### src/rtl/axi_rd_arbiter.sv
// axi_rd_arbiter: icache/dcache read scheduler for one AXI read port; define RD_ARB_WR_HAZARD_EN to hold reads that hit a pending write line
module axi_rd_arbiter #(
  parameter int STARVE_LIMIT = 4,
  parameter int MAX_OUTST    = 2
) (
  input  logic        clk,
  input  logic        reset,
  input  logic        s0_rd_req,
  input  logic [2:0]  s0_rd_type,
  input  logic [31:0] s0_rd_addr,
  output logic        s0_rd_rdy,
  input  logic        s1_rd_req,
  input  logic [2:0]  s1_rd_type,
  input  logic [31:0] s1_rd_addr,
  output logic        s1_rd_rdy,
  output logic        s0_ret_valid,
  output logic        s0_ret_last,
  output logic [31:0] s0_ret_data,
  output logic        s1_ret_valid,
  output logic        s1_ret_last,
  output logic [31:0] s1_ret_data,
  input  logic        wr_pending,
  input  logic [31:0] wr_addr,
  output logic        m_rd_req,
  output logic [2:0]  m_rd_type,
  output logic [31:0] m_rd_addr,
  output logic [3:0]  m_rd_id,
  input  logic        m_rd_rdy,
  input  logic        m_ret_valid,
  input  logic        m_ret_last,
  input  logic [3:0]  m_ret_id,
  input  logic [31:0] m_ret_data
);
  localparam int CW = $clog2(MAX_OUTST + 1);
  localparam int SW = $clog2(STARVE_LIMIT + 1);
  typedef enum logic {IDLE, ISSUE} state_t;
  state_t state_q, state_d;
  logic [CW-1:0] outst0_q, outst0_d, outst1_q, outst1_d;
  logic [SW-1:0] starve_q, starve_d;
  logic req_q, req_d;
  logic [2:0] type_q, type_d;
  logic [31:0] addr_q, addr_d;
  logic [3:0] id_q, id_d;
  logic hz0, hz1, elig0, elig1, grant0, grant1, done, inc0, inc1, dec0, dec1;
`ifdef RD_ARB_WR_HAZARD_EN
  assign hz0 = wr_pending && s0_rd_addr[31:4] == wr_addr[31:4];
  assign hz1 = wr_pending && s1_rd_addr[31:4] == wr_addr[31:4];
`else
  logic unused_wr;
  assign unused_wr = ^{wr_pending, wr_addr};
  assign hz0 = 1'b0;
  assign hz1 = 1'b0;
`endif
  // dcache-first grant with icache override once the starvation count saturates
  always_comb begin
    elig0 = s0_rd_req && outst0_q < CW'(MAX_OUTST) && !hz0;
    elig1 = s1_rd_req && outst1_q < CW'(MAX_OUTST) && !hz1;
    grant1 = elig1 && !(elig0 && starve_q == SW'(STARVE_LIMIT));
    grant0 = elig0 && !grant1;
    s0_rd_rdy = !reset && state_q == IDLE && grant0;
    s1_rd_rdy = !reset && state_q == IDLE && grant1;
    done = state_q == ISSUE && m_rd_rdy;
    inc0 = done && id_q == 4'd0;
    inc1 = done && id_q == 4'd1;
    dec0 = m_ret_valid && m_ret_last && m_ret_id == 4'd0;
    dec1 = m_ret_valid && m_ret_last && m_ret_id == 4'd1;
  end
  // next state, held request fields, starvation and outstanding counters
  always_comb begin
    state_d = (s0_rd_rdy || s1_rd_rdy) ? ISSUE : done ? IDLE : state_q;
    req_d = (s0_rd_rdy || s1_rd_rdy) ? 1'b1 : done ? 1'b0 : req_q;
    addr_d = s0_rd_rdy ? s0_rd_addr : s1_rd_rdy ? s1_rd_addr : addr_q;
    type_d = s0_rd_rdy ? s0_rd_type : s1_rd_rdy ? s1_rd_type : type_q;
    id_d = s0_rd_rdy ? 4'd0 : s1_rd_rdy ? 4'd1 : id_q;
    starve_d = s0_rd_rdy ? '0 :
               (s1_rd_rdy && s0_rd_req && starve_q != SW'(STARVE_LIMIT)) ? starve_q + 1'b1 : starve_q;
    outst0_d = (inc0 && !dec0) ? outst0_q + 1'b1 :
               (dec0 && !inc0 && outst0_q != '0) ? outst0_q - 1'b1 : outst0_q;
    outst1_d = (inc1 && !dec1) ? outst1_q + 1'b1 :
               (dec1 && !inc1 && outst1_q != '0) ? outst1_q - 1'b1 : outst1_q;
  end
  // state registers
  always_ff @(posedge clk) begin
    if (reset) begin
      state_q  <= IDLE;
      req_q    <= 1'b0;
      addr_q   <= '0;
      type_q   <= '0;
      id_q     <= '0;
      starve_q <= '0;
      outst0_q <= '0;
      outst1_q <= '0;
    end else begin
      state_q  <= state_d;
      req_q    <= req_d;
      addr_q   <= addr_d;
      type_q   <= type_d;
      id_q     <= id_d;
      starve_q <= starve_d;
      outst0_q <= outst0_d;
      outst1_q <= outst1_d;
    end
  end
  assign m_rd_req = req_q;
  assign m_rd_addr = addr_q;
  assign m_rd_type = type_q;
  assign m_rd_id = id_q;
  assign s0_ret_valid = m_ret_valid && m_ret_id == 4'd0;
  assign s0_ret_last = m_ret_last && m_ret_id == 4'd0;
  assign s1_ret_valid = m_ret_valid && m_ret_id == 4'd1;
  assign s1_ret_last = m_ret_last && m_ret_id == 4'd1;
  assign s0_ret_data = m_ret_data;
  assign s1_ret_data = m_ret_data;
endmodule

### config.mk
export PLATFORM = sky130hd
export DESIGN_NAME = axi_rd_arbiter
export DESIGN_NICKNAME = d
export VERILOG_FILES = /design/src/rtl/axi_rd_arbiter.sv
export SDC_FILE = /design/constraint.sdc
export NUM_CORES = 1
export LEC_CHECK = 0
export ABC_AREA = 0
export BUFFER_PORTS_ARGS = -buffer_cell sky130_fd_sc_hd__buf_2
export CAP_MARGIN = 5
export CORE_AREA = 2 2 98 100
export DETAILED_ROUTE_END_ITERATION = 6
export DIE_AREA = 0 0 100 102
export GPL_ROUTABILITY_DRIVEN = 0
export PLACE_DENSITY = 0.74
export SETUP_SLACK_MARGIN = 0.15
export SYNTH_ARGS = -nofsm -noshare
export SYNTH_HDL_FRONTEND = slang
export SYNTH_SLANG_ARGS = --single-unit
export TNS_END_PERCENT = 20
### constraint.sdc
create_clock -name clk -period 5.6 [get_ports clk]
set_clock_uncertainty 0.1 [all_clocks]
set_input_delay 1.12 -clock clk [delete_from_list [all_inputs] [get_ports clk]]
set_output_delay 1.12 -clock clk [all_outputs]
set_load 0.01 [all_outputs]
Yosys cells after proc, flatten, opt, wreduce, memory -nomap -nowiden
Index checks and enable logic that the tools add are counted.
Storage, ports and cells
  output and inout port bits: 110
  register bits: 44
  input port bits: 146
  word-level logic and storage cells: 71
Cells by class
  equality and inequality tests: 3
  reduce and logical (&&, ||, !) cells: 43
  mux-type cells: 10
  $add $sub $neg: 5
  order comparisons: 2
  bitwise logic cells: 1
Operator list (count)
  two-way mux 32 bit: 2
  logical AND 1 bit: 26
  nonzero test 2 bit: 6
  logical NOT 4 bit: 2
  two-way mux 2 bit: 4
  logical NOT 1 bit: 7
  two-way mux 3 bit: 2
  adder 2 x 1 -> 2 bit (second input constant): 2
  == test 4 x 1 -> 1 bit (second input constant): 1
  less-than comparator 2 bit (second input constant): 2
  subtractor 2 x 1 -> 2 bit (second input constant): 2
  adder 3 x 1 -> 3 bit (second input constant): 1
  == test 3 bit (second input constant): 1
  inequality test 3 bit (second input constant): 1
  two-way mux 1 bit: 2
  OR reduction 2 bit: 1
  logical OR 1 bit: 1
  inverter 1 bit: 1

Logic depth before layout (Yosys ltp)
  depth in word-level cells: 10
  gate-level depth with buffers: 9
  mapped depth without buffers: 7

Least setup slack after synthesis
Ideal clock, no wire load.
  kind: input to output
  start: input reset
  end: output s0_rd_rdy
  slack: 2.251 ns
  cell stages on the path: 7
  arrival: 2.129 ns
  path buffers: 4
  cells stage by stage: buf_6 > or2_1 > buf_6 > a211o_1 > buf_6 > inv_4 > buf_6
On the way
  longest elaborated chain between the ends: 3
RTL lines
  start, declared: line 7  | input logic reset,
  logical NOT 1 bit: line 60  | s0_rd_rdy = !reset && state_q == IDLE && grant0;
  logical AND 1 bit (2 in series): line 60
  end, declared: line 11  | output logic s0_rd_rdy,
Every way passes these cells.

Worst setup path in the final report
Same ends and word-level chain as after synthesis.

==> results.toml <==
[detailed_routing]
ant_nets = 0
wl_per_cell_um = 13.81
routed_wl_mm = 6.767
drtIter0Drc = 94
post-route-drc-count = 0
dr_total_vias = 2449
dr.pass1.iters = 4
viasPerCell = 4.998

[worst_setup_path]
r2r_start = "outst1_q[1]"
arrival_ns = 2.73
crit_required_ns = 4.38
crit_start = "reset"
r2r_cells = 5
critPathKind = "in2out"
reg2reg_slack_ns = 3.46
cp_max_fo = 46
r2r_end = "m_rd_addr[11]"
end_kind = "output pin"
cp-start-kind = "primary input"

[power]
ir_drop_uv = 118.3
p_sw_frac = 0.2956
pwr_density_cell_nw_per_um2 = 248.6
clkPwrFrac = 0.297
p_leak_nw = 1.330
comb_power_share = 0.213
p_int_mw = 0.5021
finalPower_mw = 0.7127
p_switching_mw = 0.2107
p_seq_frac = 0.490

[sta]
max_clock_freq_ghz = 0.2533
timing.setup.tns_ns = 0
report.final.slew_viol_count = 0
setup_viol = 0
worstMarginPinSlew_ns = 0.8985
post-route-period-util = 0.7051
relSlewSlack = 0.4010
hold_violations = 0
layout_setup_ws_ns = 1.652
hold_ws_ns = 0.3940
period_needed_ns = 3.948
rsz0062_at_grt = "no"

[die]
die_area_um2 = 10200
core.rowCount = 35
die_x_um = 100
start_util = 0.2882
coreArea_um2 = 9109
ios = 256
die-height_um = 102

[synth]
synth_cells = 333
synth_cell_types = 36
ys_async_sr_fraction = 0
avgSynthCellArea_um2 = 7.883
synth_top_area_share = 0.3356
yosysSeqAreaShare = 0.3356
yosysTopAreaCell = "dfxtp_1"
ys_ff_latch = 44
ys_warn_count = 0
synthFlopType = "dfxtp_1"
syn_area_um2 = 2625
synth_edf_count = 0
synth.area.top_cells = "dfxtp_1 (34%), buf_4 (19%), nor4_1 (16%), nor2_1 (11%), buf_6 (3.0%)"

[worst_hold_path]
holdPathEnd = "m_rd_addr[26]"
holdPathStages = 2
min_path_type = "reg2reg"
hp-start = "m_rd_addr[26]"

[clocking]
postCtsHoldBufs = 0
cts.clk_slew.worst_paths_ns = 0.09
cts_max_path_buffers = 2
root_buffer = "clkbuf_8"
clk_latency_ns = 0.29
numCtsBuffers = 5
cts.repair.resized = 0
ctsHtreeMaxLevel = 2
clock_sinks = 44
cts_tree = "built"
postCtsSetupBuffers = 0

[final_layout]
antenna_cells = 0
final_nets = 526
drive_gt1_frac = 0.3773
area_growth_pct = 9.199

[status]
status = "complete, no violations"

[place]
portBuffers = 123
dp_slack_ns = 1.626
hpwl_mm = 4.717

[global_routing]
grt_antenna_before_repair = 0
grt_pass1_vias = 2408
grt_max_degree = 47
grt_use_total = 0.1329
grt-ovfl-total = 0
grt_pass1_wl_mm = 10.96

[run]
cap_violations = 0
[Yosys cell counts, drive strengths merged, types with 2 or more instances]
master,n
nor4,71
clkbuf,15
nand3,2
nor3,6
a21oi,3
o21a,3
buf,76
nand2,2
a31oi,2
inv,5
nor2b,5
ha,2
nor2,76
dfxtp,44
a211oi,3
and3,3
[per-layer routing]
layer / GRT usage / wire [µm] / up-vias
li1: - / - / 1186
met1: 0.1502 / 2751 / 1126
met2: 0.2448 / 3332 / 125
met3: 0.03215 / 603 / 12
met4: 0.04636 / 79 / 0
met5: 0 / 0 / -
[area by class of cell]
type | count | area [µm²]
clock buffer | 7 | 86.33
clock inverter | 1 | 7.507
fill | 964 | 6242
inverter | 5 | 21.27
multi-input combinational | 195 | 1086
sequential | 44 | 880.8
tap | 111 | 138.9
timing repair buffer | 127 | 645.6
[placed cells by master (no fill, tap or decap), types with 3 or more instances in the layout]
cell type / count
buf_2: 123
nor2_1: 75
nor4_1: 66
dfxtp_1: 44
nor3_1: 6
clkbuf_8: 6
nor2b_1: 5
nor4_2: 5
inv_1: 4
buf_4: 4
and3_1: 3
o21a_1: 3
a21oi_1: 3
a211oi_1: 3
conb_1: 3
[power groups by stage]
stage / clock [mW] / combinational, mW / sequential, mW
finish: 0.212 / 0.152 / 0.350
global route: 0.233 / 0.170 / 0.353
CTS: 0.226 / 0.153 / 0.350
detailed placement: 0 / 0.153 / 0.356
global placement: 0 / 0.148 / 0.356
floorplan: 0 / 0.124 / 0.367
[registers in the layout, summed over array words and instances, names as in the netlist]
signal and flops:
m_rd_req 1, m_rd_addr 32, starve_q 3, m_rd_type 3, outst0_q 2, outst1_q 2
m_rd_id 1
[worst max-delay path, cell delays in order]
cell,delay (ns)
buf_2,0.39
or2_1,0.36
a211o_1,0.28
inv_4,0.35
buf_2,0.22
[cell families (layout without fill, tap and decap cells)]
logic type / after synthesis / count (layout) / share of synthesized area
buffers and inverters: 96 / 140 / 0.2545
xor gates and xnor gates: 1 / 1 / 0.003337
muxes: 1 / 1 / 0.003813
adders and majority gates: 2 / 2 / 0.009531
AOI/OAI and AO/OA: 15 / 15 / 0.04099
DFF: 44 / 44 / 0.3356
and+or+nand+nor: 173 / 173 / 0.3508
other: 1 / 3 / 0.001429
[per-stage QoR]
step	utilization	area [µm²]	cells
final	0.3147	2867	490
after floorplan	-	2633	335
after global placement	0.3044	2773	482
after global routing	0.3147	2867	490
after detailed placement	0.3044	2773	482
after CTS	0.3147	2867	490
[worst max path at each step]
stage,to,cells after the start
detailed placement,s0_rd_rdy,5
finish,s0_rd_rdy,5
CTS,s0_rd_rdy,5
floorplan,s0_rd_rdy,7
global placement,s0_rd_rdy,5
global route,s0_rd_rdy,5
(Power assumes the default switching activity.)
